==> src/rtl/gpio_led_module_if.sv <==
// LED bundle driven by gpio_led_module: four cumulative status LEDs plus completion LED.
interface gpio_led_module_if;
  logic led1;
  logic led2;
  logic led3;
  logic led4;
  logic led_done;

  modport master (output led1, led2, led3, led4, led_done);
  modport slave  (input  led1, led2, led3, led4, led_done);
endinterface

==> src/rtl/gpio_led_module.sv <==
// Self-timed bring-up LED sequencer: lights led1..led4 one per prescaler tick, then led_done.
// Optional GPIO_DONE_BLINK_EN: led_done toggles on every tick once the sequence is complete.
module gpio_led_module #(
  parameter int unsigned TICK_CYCLES = 16
) (
  input  logic              clk,
  input  logic              rst,
  gpio_led_module_if.master led_if
);

  localparam int unsigned CW = $clog2(TICK_CYCLES);

  typedef enum logic [2:0] {
    ST_IDLE = 3'd0,
    ST_S1   = 3'd1,
    ST_S2   = 3'd2,
    ST_S3   = 3'd3,
    ST_S4   = 3'd4,
    ST_DONE = 3'd5
  } state_t;

  logic [CW-1:0] r_cnt;
  logic          w_tick;
  state_t        r_state;
  state_t        w_next;
  logic [3:0]    w_led_nxt;
  logic [3:0]    r_led;
  logic          r_done;

  // Prescaler runs in every state, including DONE.
  assign w_tick = (r_cnt == CW'(TICK_CYCLES - 1));

  always_ff @(posedge clk) begin
    if (rst)         r_cnt <= '0;
    else if (w_tick) r_cnt <= '0;
    else             r_cnt <= r_cnt + CW'(1);
  end

  always_ff @(posedge clk) begin
    if (rst) r_state <= ST_IDLE;
    else     r_state <= w_next;
  end

  always_comb begin
    w_next    = r_state;
    w_led_nxt = 4'b0000;
    case (r_state)
      ST_IDLE: if (w_tick) w_next = ST_S1;
      ST_S1:   if (w_tick) w_next = ST_S2;
      ST_S2:   if (w_tick) w_next = ST_S3;
      ST_S3:   if (w_tick) w_next = ST_S4;
      ST_S4:   if (w_tick) w_next = ST_DONE;
      ST_DONE: w_next = ST_DONE;
      default: w_next = ST_IDLE;
    endcase
    // Thermometer decode of the state being entered, so the pins are registered copies.
    case (w_next)
      ST_S1:   w_led_nxt = 4'b0001;
      ST_S2:   w_led_nxt = 4'b0011;
      ST_S3:   w_led_nxt = 4'b0111;
      ST_S4:   w_led_nxt = 4'b1111;
      ST_DONE: w_led_nxt = 4'b1111;
      default: w_led_nxt = 4'b0000;
    endcase
  end

  always_ff @(posedge clk) begin
    if (rst) begin
      r_led  <= 4'b0000;
      r_done <= 1'b0;
    end else begin
      r_led <= w_led_nxt;
`ifdef GPIO_DONE_BLINK_EN
      if (w_next != ST_DONE)      r_done <= 1'b0;
      else if (r_state != ST_DONE) r_done <= 1'b1;
      else if (w_tick)             r_done <= ~r_done;
`else
      r_done <= (w_next == ST_DONE);
`endif
    end
  end

  assign led_if.led1     = r_led[0];
  assign led_if.led2     = r_led[1];
  assign led_if.led3     = r_led[2];
  assign led_if.led4     = r_led[3];
  assign led_if.led_done = r_done;

endmodule

==> src/flat_wrapper.sv <==
// flat-port wrapper written by rule: the top's interface ports become plain ports
module gpio_led_module_flat 
#(
  parameter int unsigned TICK_CYCLES = 16
)
  (clk, rst, led_if_led1, led_if_led2, led_if_led3, led_if_led4, led_if_led_done);
  gpio_led_module_if led_if_i ();
  input  logic clk;
  input  logic rst;
  output wire logic [$bits(led_if_i.led1)-1:0] led_if_led1;
  output wire logic [$bits(led_if_i.led2)-1:0] led_if_led2;
  output wire logic [$bits(led_if_i.led3)-1:0] led_if_led3;
  output wire logic [$bits(led_if_i.led4)-1:0] led_if_led4;
  output wire logic [$bits(led_if_i.led_done)-1:0] led_if_led_done;
  assign led_if_led1 = led_if_i.led1;
  assign led_if_led2 = led_if_i.led2;
  assign led_if_led3 = led_if_i.led3;
  assign led_if_led4 = led_if_i.led4;
  assign led_if_led_done = led_if_i.led_done;
  gpio_led_module #(.TICK_CYCLES(TICK_CYCLES)) u_core (.clk(clk), .rst(rst), .led_if(led_if_i));
endmodule
==> config.mk <==
export PLATFORM = sky130hd
export DESIGN_NAME = gpio_led_module_flat
export DESIGN_NICKNAME = d
export VERILOG_FILES = /design/src/rtl/gpio_led_module_if.sv /design/src/rtl/gpio_led_module.sv /design/src/flat_wrapper.sv
export SDC_FILE = /design/constraint.sdc
export NUM_CORES = 1
export LEC_CHECK = 0
export ABC_AREA = 1
export BUFFER_PORTS_ARGS = -buffer_cell sky130_fd_sc_hd__buf_2
export CORE_AREA = 2 2 39 41
export CTS_BUF_LIST = sky130_fd_sc_hd__clkbuf_8 sky130_fd_sc_hd__clkbuf_16
export CTS_CLUSTER_DIAMETER = 40
export CTS_CLUSTER_SIZE = 28
export DETAILED_ROUTE_END_ITERATION = 10
export DIE_AREA = 0 0 41 43
export GPL_TIMING_DRIVEN = 1
export PLACE_DENSITY = 0.57
export SKIP_CTS_REPAIR_TIMING = 1
export SYNTH_ARGS = -nofsm -noshare
export SYNTH_HDL_FRONTEND = slang
export SYNTH_SLANG_ARGS = --single-unit
export TNS_END_PERCENT = 20
==> constraint.sdc <==
create_clock -name clk -period 2.65 [get_ports clk]
set_input_delay 0.1325 -clock clk [delete_from_list [all_inputs] [get_ports clk]]
set_output_delay 0.1325 -clock clk [all_outputs]
set_load 0.05 [all_outputs]
==> reports/metrics.yaml <==
status: "complete, no violations"
core_area_mm2: 0.00138
cts_buffer_depth: 2
drc: 0
crit_type: "reg2reg"
drive_above_1_share_pct: 27.9
wl_per_cell_um: 8.81
synth_top_area_cell: "dfxtp_1"
layout_min_cycle_time_ns: 1.11
hold_viol_final: 0
grt_overflow: 0
grt_use_total_pct: 11.5
port_buffers: 6
comb_power_share_pct: 3.0
start_util_pct: 33.1
vias: 336
hpwl_um: 494
hp-class: "in2reg"
setup_viol: 0
cts_tree: "done"
die_w_um: 41
dp_cells: 74
power_frac_seq_pct: 52.4
slowest_delay_ns: 0.35
cts_buffers: 3
drtIter0Drc: 3
cts_sinks: 12
via_per_inst: 4.36
insertion_delay_ns: 0.24
clk_pin_slew_worst_paths_ns: 0.05
critical_path_arrival_ns: 1.24
power_density_mw_per_mm2: 653
switching_share_pct: 19.4
crit_path_start_kind: "register"
rows: 14
post-route-period-util_pct: 41.8
finalWeightedCongestion: 0.684
cp_cell_sequence: "ha_1, nand4_2, nor2_1, nor2_1, nand2_1, nand2_1"
grt_pass1_vias: 313
min_path_cells: 2
max_slew_margin_pct: 83.5
ys_types: 17
synth_cells: 52
grt_antenna_before_repair: 0
grt_first_pass_wirelength_um: 1210
syn_avg_cell_area_um2: 8.81
synth.area.top_cells: "dfxtp_1 (52%), inv_1 (7.4%), nor2_1 (5.7%)"
h-tree-depth: 1
drv_slew: 0
cp_max_fo: 4
finalNetCount: 66
grt_max_degree: 7
leakage_uw: 0.000300
worst_pin_slew_ns: 0.249
synth_fp_nets: 55
reg2regPathDepth: 6
pwr-share-clk_pct: 44.7
first_pass_iters: 4
cp_data_required_time_ns: 2.78
ys_warn_count: 0
internal_power_uw: 289
max_freq_mhz: 903
p_sw_uw: 69.5
yosysSeqAreaShare_pct: 52.5
ant_nets: 0
antenna_cells: 0
cts_root_buf: "clkbuf_8"
cpMaxStageDelayCell: "dfxtp_1"
rsz0062_at_grt: "no"
syn-cell-area_um2: 458
drt-total-wl_um: 678
peakVddDrop_mv: 0.282
finalNonFillerCells: 77
netlist.area_leader.share_pct: 52.5
drv_cap: 0
setup_tns_ns: 0
die_y_um: 43
skew_ns: 0.00116
fin_ws_ns: 1.54
place_ws_ns: 1.53
syn_to_final_growth_pct: 19.9
die-area_mm2: 0.00176
io-pin-count: 7
ys_ff_latch: 12
critPathCaptureType: "register"
## cells by family (layout without fill, tap and decap cells)
family,after synthesis,count (layout),share of synthesized area [%]
AO/OA/AOI/OAI,7,7,9.84
XOR/XNOR,2,2,3.83
adder cells (fa/ha/maj),1,1,2.73
buffers and inverters,10,19,8.20
flip-flops,12,12,52.5
AND/OR/NAND/NOR,20,20,23.0
## per-layer routing
layer	vias up	share of wire, %	global-route usage, %
li1	181	-	-
met1	142	46	12.7
met2	8	42	13.1
met3	5	4.1	4.71
met4	0	7.4	16.0
met5	-	0	0
## state kept, by name, indices dropped and copies added, names as in the netlist
register and count:
u_core.r_led 4, u_core.led_if.led_done 1, u_core.r_state 3, u_core.r_cnt 4
## cell usage in the layout (no fill, tap or decap)
| cell type | synthesis | routed |
|---|---|---|
| dfxtp_1 | 12 | 12 |
| inv_1 | 9 | 9 |
| nor2_1 | 7 | 7 |
| buf_2 | 0 | 6 |
| nand2_1 | 5 | 5 |
| nand3_1 | 3 | 3 |
| clkbuf_8 | 0 | 3 |
| nand2_2 | 2 | 2 |
| nor3_2 | 2 | 2 |
| a21oi_1 | 2 | 2 |
| o21ai_1 | 2 | 2 |
| nand4_2 | 1 | 1 |
| inv_2 | 1 | 1 |
| o21ai_2 | 1 | 1 |
| a21oi_2 | 1 | 1 |
| xor2_1 | 1 | 1 |
| o211ai_1 | 1 | 1 |
| xnor2_1 | 1 | 1 |
| ha_1 | 1 | 1 |
## synthesized netlist by cell type, drive strengths merged
cell type and instances:
dfxtp 12, nand3 3, nor3 2, nand2 7, nand4 1, inv 10
a21oi 3, o211ai 1, o21ai 3, xnor2 1, nor2 7, ha 1
xor2 1
## worst paths after layout
check                  startpoint  slack (ns)               to
hold reg to reg   u_core.r_cnt[0]        0.45  u_core.r_cnt[0]
hold / removal                rst        0.15  u_core.r_cnt[2]
setup reg to reg  u_core.r_cnt[0]        1.54  u_core.r_led[1]
setup / recovery  u_core.r_cnt[0]        1.54  u_core.r_led[1]
## final cells by class
type                            count  area, µm²
Fill cell                         145        835
Sequential cell                    12        240
Multi-Input combinational cell     30        180
Clock buffer                        3       41.3
Inverter                           10       37.5
Timing Repair Buffer                6       30.0
Tap cell                           16       20.0
## per-stage QoR
step	total power (µW)	hold slack (ns)	util (%)	cell area, µm²
floorplan	199	0.202	-	458
global placement	202	0.402	36.7	508
detailed placement	202	0.403	36.7	508
CTS	365	0.150	39.7	549
global route	374	0.164	39.7	549
finish	359	0.150	39.7	549
## power by group through the flow
stage | sequential (µW) | combinational [µW] | clock, µW
2_1_floorplan | 191 | 7.89 | 0
3_3_place_gp | 191 | 10.8 | 0
3_5_place_dp | 191 | 10.9 | 0
4_1_cts | 188 | 10.9 | 166
5_1_grt | 188 | 14.5 | 171
6_report | 188 | 10.7 | 160
## worst max-delay path, delay by kind of cell, from the launching register on
family                     cells  cell delay (ns)
DFF                            1             0.35
and+or+nand+nor                5             0.43
adders and majority gates      1             0.22
(Power assumes the default switching activity.)
